**config.mk**
```make
export PLATFORM = sky130hd
export DESIGN_NAME = controle_valvula_agua
export DESIGN_NICKNAME = d
export VERILOG_FILES = /design/src/rtl/controle_valvula_agua.sv
export SDC_FILE = /design/constraint.sdc
export NUM_CORES = 1
export LEC_CHECK = 0
export BUFFER_PORTS_ARGS = -buffer_cell sky130_fd_sc_hd__buf_2
export CORE_UTILIZATION = 30
export DETAILED_ROUTE_END_ITERATION = 6
export GPL_TIMING_DRIVEN = 1
export HOLD_SLACK_MARGIN = 0.05
export PLACE_DENSITY = 0.55
export SYNTH_ARGS = -nofsm -noshare
export SYNTH_HDL_FRONTEND = slang
export SYNTH_SLANG_ARGS = --single-unit
```
**constraint.sdc**
```tcl
create_clock -name clk -period 2.1 [get_ports clk]
set_clock_uncertainty 0.05 [all_clocks]
set_input_delay 0.21 -clock clk [delete_from_list [all_inputs] [get_ports clk]]
set_output_delay 0.21 -clock clk [all_outputs]
set_load 0.05 [all_outputs]
```
**src/rtl/controle_valvula_agua.sv**
```systemverilog
// Motorised water-valve actuator: debounced S request, limit-switch feedback, travel timeout,
// minimum open time, latched fault. Define OPEN_COUNT_EN to build the completed-opening counter.
module controle_valvula_agua #(
    parameter int DEB_CYCLES      = 4,
    parameter int TRAVEL_TIMEOUT  = 1000,
    parameter int MIN_OPEN_CYCLES = 50
) (
    input  logic        clk,
    input  logic        rst_n,
    input  logic        s_req,
    input  logic        fb_open,
    input  logic        fb_closed,
    input  logic        fault_clr,
    output logic        valve_cmd_open,
    output logic        valve_cmd_close,
    output logic        valve_is_open,
    output logic        fault,
    output logic [2:0]  state,
    output logic [15:0] open_count
);
    localparam int DW = $clog2(DEB_CYCLES + 1);
    localparam int TW = $clog2(TRAVEL_TIMEOUT + 1);
    localparam int MW = $clog2(MIN_OPEN_CYCLES + 1);
    localparam logic [DW-1:0] DEB_LAST    = DW'(DEB_CYCLES - 1);
    localparam logic [TW-1:0] TRAVEL_LAST = TW'(TRAVEL_TIMEOUT - 1);
    localparam logic [MW-1:0] MIN_SAT     = MW'(MIN_OPEN_CYCLES);

    typedef enum logic [2:0] {
        ST_CLOSED  = 3'd0,
        ST_OPENING = 3'd1,
        ST_OPEN    = 3'd2,
        ST_CLOSING = 3'd3,
        ST_FAULT   = 3'd4
    } state_t;

    logic [2:0]    r_meta;
    logic [2:0]    r_sync;
    logic          w_s_sync;
    logic          w_fbo_s;
    logic          w_fbc_s;
    logic [DW-1:0] r_deb_cnt;
    logic          r_req_f;
    logic [TW-1:0] r_travel;
    logic [MW-1:0] r_min;
    state_t        r_state;
    state_t        w_state_nxt;

    // Bit order: {fb_closed, fb_open, s_req}
    always_ff @(posedge clk or negedge rst_n) begin
        if (!rst_n) begin
            r_meta <= '0;
            r_sync <= '0;
        end else begin
            r_meta <= {fb_closed, fb_open, s_req};
            r_sync <= r_meta;
        end
    end

    assign w_s_sync = r_sync[0];
    assign w_fbo_s  = r_sync[1];
    assign w_fbc_s  = r_sync[2];

    always_ff @(posedge clk or negedge rst_n) begin
        if (!rst_n) begin
            r_deb_cnt <= '0;
            r_req_f   <= 1'b0;
        end else if (w_s_sync == r_req_f) begin
            r_deb_cnt <= '0;
        end else if (r_deb_cnt == DEB_LAST) begin
            r_req_f   <= w_s_sync;
            r_deb_cnt <= '0;
        end else begin
            r_deb_cnt <= r_deb_cnt + DW'(1);
        end
    end

    always_ff @(posedge clk or negedge rst_n) begin
        if (!rst_n) begin
            r_state <= ST_CLOSED;
        end else begin
            r_state <= w_state_nxt;
        end
    end

    // Contradictory limit switches override every other transition.
    always_comb begin
        w_state_nxt = r_state;
        if (r_state != ST_FAULT && w_fbo_s && w_fbc_s) begin
            w_state_nxt = ST_FAULT;
        end else begin
            case (r_state)
                ST_CLOSED: begin
                    if (r_req_f) w_state_nxt = ST_OPENING;
                end
                ST_OPENING: begin
                    if (w_fbo_s)                       w_state_nxt = ST_OPEN;
                    else if (r_travel == TRAVEL_LAST)  w_state_nxt = ST_FAULT;
                end
                ST_OPEN: begin
                    if (r_min == MIN_SAT && !r_req_f)  w_state_nxt = ST_CLOSING;
                end
                ST_CLOSING: begin
                    if (w_fbc_s)                       w_state_nxt = ST_CLOSED;
                    else if (r_travel == TRAVEL_LAST)  w_state_nxt = ST_FAULT;
                end
                ST_FAULT: begin
                    if (fault_clr && !r_req_f && !(w_fbo_s && w_fbc_s)) w_state_nxt = ST_CLOSING;
                end
                default: w_state_nxt = ST_FAULT;
            endcase
        end
    end

    // Both timers restart on every state change, so each entry begins counting from zero.
    always_ff @(posedge clk or negedge rst_n) begin
        if (!rst_n) begin
            r_travel <= '0;
            r_min    <= '0;
        end else if (w_state_nxt != r_state) begin
            r_travel <= '0;
            r_min    <= '0;
        end else begin
            if (r_state == ST_OPENING || r_state == ST_CLOSING) r_travel <= r_travel + TW'(1);
            if (r_state == ST_OPEN && r_min != MIN_SAT)         r_min    <= r_min + MW'(1);
        end
    end

    assign state           = r_state;
    assign valve_cmd_open  = (r_state == ST_OPENING);
    assign valve_cmd_close = (r_state == ST_CLOSING);
    assign valve_is_open   = (r_state == ST_OPEN);
    assign fault           = (r_state == ST_FAULT);

`ifdef OPEN_COUNT_EN
    logic        w_open_done;
    logic [15:0] r_open_count;

    assign w_open_done = (r_state == ST_OPENING) && (w_state_nxt == ST_OPEN);

    always_ff @(posedge clk or negedge rst_n) begin
        if (!rst_n) begin
            r_open_count <= '0;
        end else if (w_open_done && r_open_count != 16'hFFFF) begin
            r_open_count <= r_open_count + 16'd1;
        end
    end

    assign open_count = r_open_count;
`else
    assign open_count = 16'h0000;
`endif
endmodule

```
==> results.cfg <==
[critical_path]
start_kind = flop
cp-startpoint = r_travel[0]
endpoint = r_min[1]
cp_max_fo = 16
end_kind = flop
crit_type = reg2reg
critPathSlowestCell = dfrtp_1
worstRegToRegCells = 7
ff2ff_setup_slack_ps = 210
reg2reg_from = r_travel[0]
cpPeakStageDelay_ps = 410
reg2reg_to = r_min[1]
cp_cell_sequence = ha_1, nand4b_1, nor3_2, o31ai_1, o2111ai_4, buf_12, a211oi_1
arrival_ps = 2020
crit_required_ps = 2230

[synthesis]
synthArstFlopShare = 1.00
yosys_register_bits = 29
yosys_warnings = 0
yosysSeqAreaShare = 0.440
syn-cell-area_um2 = 1650
avgSynthCellArea_um2 = 10.4
yosys_most_used_dff = dfrtp_1
synth.distinct_cells = 42
synth-edff-count = 0
syn_inst = 159

[timing]
final_max_slew_viol_count = 0
period_needed_ps = 1890
setup_violations = 0
tightest_slew_ps = 633
finalHoldViolCount = 0
fin_setup_tns_ps = 0
fmax_mhz = 529
min_period_over_period = 0.900
max-slew-margin-rel = 0.578
rsz0062_at_grt = false

[placed_design]
io_buffers = 12
gp_congestion = 0.771
place_hpwl_mm = 1.90
place_inst = 237

[power_and_ir_drop]
net-switching-power_w = 0.000964
sw_frac_of_total = 0.424
power_density_nw_per_um2 = 1220
p_leak_nw = 0.820
intPower_w = 0.00131
vdd_drop_max_mv = 0.480
combPwrFrac = 0.436
pwr-share-clk = 0.223
p_seq_frac = 0.342

[clocking]
post_cts_buffers = 0
clock-sinks = 29
root_buffer = clkbuf_8
clk_pin_slew_worst_paths_ps = 60
numCtsBuffers = 5
cts_tree = done
cts_buffer_depth = 2
cts_htree_levels = 2
cts-resized-gates = 0
clkLatencyLatePin_ps = 280

[route]
first_pass_iters = 4
drt_wl_total_mm = 2.74
dr.first_iter.drc_count = 67
drcViolationCount = 0
avgViaCountPerCell = 4.35
num_vias = 1082
ant_nets = 0
wl_per_cell_um = 11.0

[job]
maxCapViolCount = 0

[finish]
syn2layout_area_growth_pct = 13.0
final_nets = 188
final_cells = 249
drive_gt1_frac = 0.257
n_antenna_cell = 0
fill_cells = 539

[grt]
grtUsageTotal = 0.109
grt_start_max_net_pins = 30
grt_pass1_wl_mm = 4.91
grt_pass1_vias = 1106
gr-total-overflow = 0
grt_antenna_before_repair = 0

[floorplan]
core_area_um2 = 5200
row_count = 26
chipHeight_um = 76.1
die_w_um = 76.1
start_util = 0.317
ios = 29
die_area_um2 = 5800

[worst_hold_path]
hp-start = r_meta[1]
hold_path_class = reg2reg

[run_status]
outcome = finished clean
==> worst min path at each step <==
| stage | depth (start not counted) | slack, ps | endpoint |
|---|---|---|---|
| CTS | 0 | 300 | r_sync[1] |
| global placement | 1 | 230 | r_deb_cnt[1] |
| detailed placement | 1 | 230 | r_deb_cnt[2] |
| global route | 0 | 300 | r_sync[1] |
| finish | 0 | 300 | r_sync[1] |
| floorplan | 0 | -140 | r_deb_cnt[0] |
==> cell usage in the layout (no fill, tap or decap), drive strengths merged, types with 5 or more instances in the layout <==
cell type	instances
dfrtp	29
nand4	5
nand2	13
buf	14
conb	16
xnor2	7
xor2	6
clkbuf	7
nor2b	5
nor2	22
==> cell type report <==
class | instances | area, um^2 | share of cell area
clock buffers | 7 | 96.3 | 0.0517
clock inverters | 1 | 5.00 | 0.00269
inverters | 4 | 15.0 | 0.00806
multi-input cells | 120 | 802 | 0.430
flip-flops and latches | 29 | 729 | 0.392
well taps | 70 | 87.6 | 0.0470
repair buffers | 18 | 128 | 0.0685
==> worst max-delay path, delay by kind of cell, from the launching register on <==
family	cells	cell delay, ps
AOI/OAI and AO/OA	3	700
DFF	1	410
adders and majority gates	1	250
and+or+nand+nor	2	190
buffers and inverters	1	190
==> flip-flops by register name, indices dropped and copies added (netlist names) <==
register,count
r_sync,3
r_req_f,1
r_meta,3
r_min,6
r_travel,10
r_deb_cnt,3
state,3
==> synthesized netlist by cell type, types with 2 or more instances <==
master,n,area (um^2)
nor2_1,12,45.0
nand4_1,5,31.3
o31ai_1,2,15.0
o31a_1,2,17.5
a21oi_1,4,20.0
ha_1,4,50.1
dfrtp_1,29,726
nor3b_1,3,22.5
nor3_1,3,15.0
nor2b_1,5,31.3
nand3_1,3,15.0
buf_6,2,22.5
nor2_2,10,62.6
buf_4,18,135
xnor2_1,7,61.3
nand2_1,13,48.8
inv_1,3,11.3
mux2_2,2,22.5
or3_1,2,12.5
o21ai_0,3,15.0
xor2_1,6,52.6
==> routing by layer <==
metal,global-route usage,wire length (um),part of all wire,vias to the layer above
li1,-,-,-,548
met3,0.0347,120,0.044,7
met1,0.134,1300,0.47,502
met2,0.165,1250,0.46,25
met5,0,0,0,-
met4,0.0692,71,0.026,0
==> power by group through the flow <==
stage / Combinational, W / Sequential (W) / Clock, W
finish: 0.000990 / 0.000777 / 0.000506
global route: 0.00108 / 0.000796 / 0.000555
CTS: 0.00100 / 0.000779 / 0.000531
detailed placement: 0.000992 / 0.000790 / 0
global placement: 0.000995 / 0.000789 / 0
floorplan: 0.000808 / 0.000802 / 0
==> metrics by stage <==
step / worst slack (ps) / hold slack (ps) / area [um^2] / total power (W) / util
floorplan: 8.46 / -136 / 1720 / 0.00161 / -
global placement: 273 / 230 / 1720 / 0.00178 / 0.331
detailed placement: 222 / 231 / 1720 / 0.00178 / 0.331
CTS: 194 / 299 / 1860 / 0.00231 / 0.358
global route: 19.1 / 301 / 1860 / 0.00243 / 0.358
finish: 209 / 297 / 1860 / 0.00227 / 0.358
==> what timing repair did <==
| item | in CTS | in global routing |
|---|---|---|
| hold buffers | 4 | 0 |
| endpoints found under the setup margin | 0 | 0 |
| hold endpoints to repair | 32 | 0 |
==> cells by family after synthesis <==
kind of cell,Yosys count,share of synthesized area
simple gates,66,0.232
flops,29,0.440
buf+inv,25,0.108
compound gates,18,0.0986
xor+xnor,13,0.0690
fa+ha+maj,4,0.0304
mux,3,0.0197
other cells,1,0.00227
(Power assumes the default switching activity.)
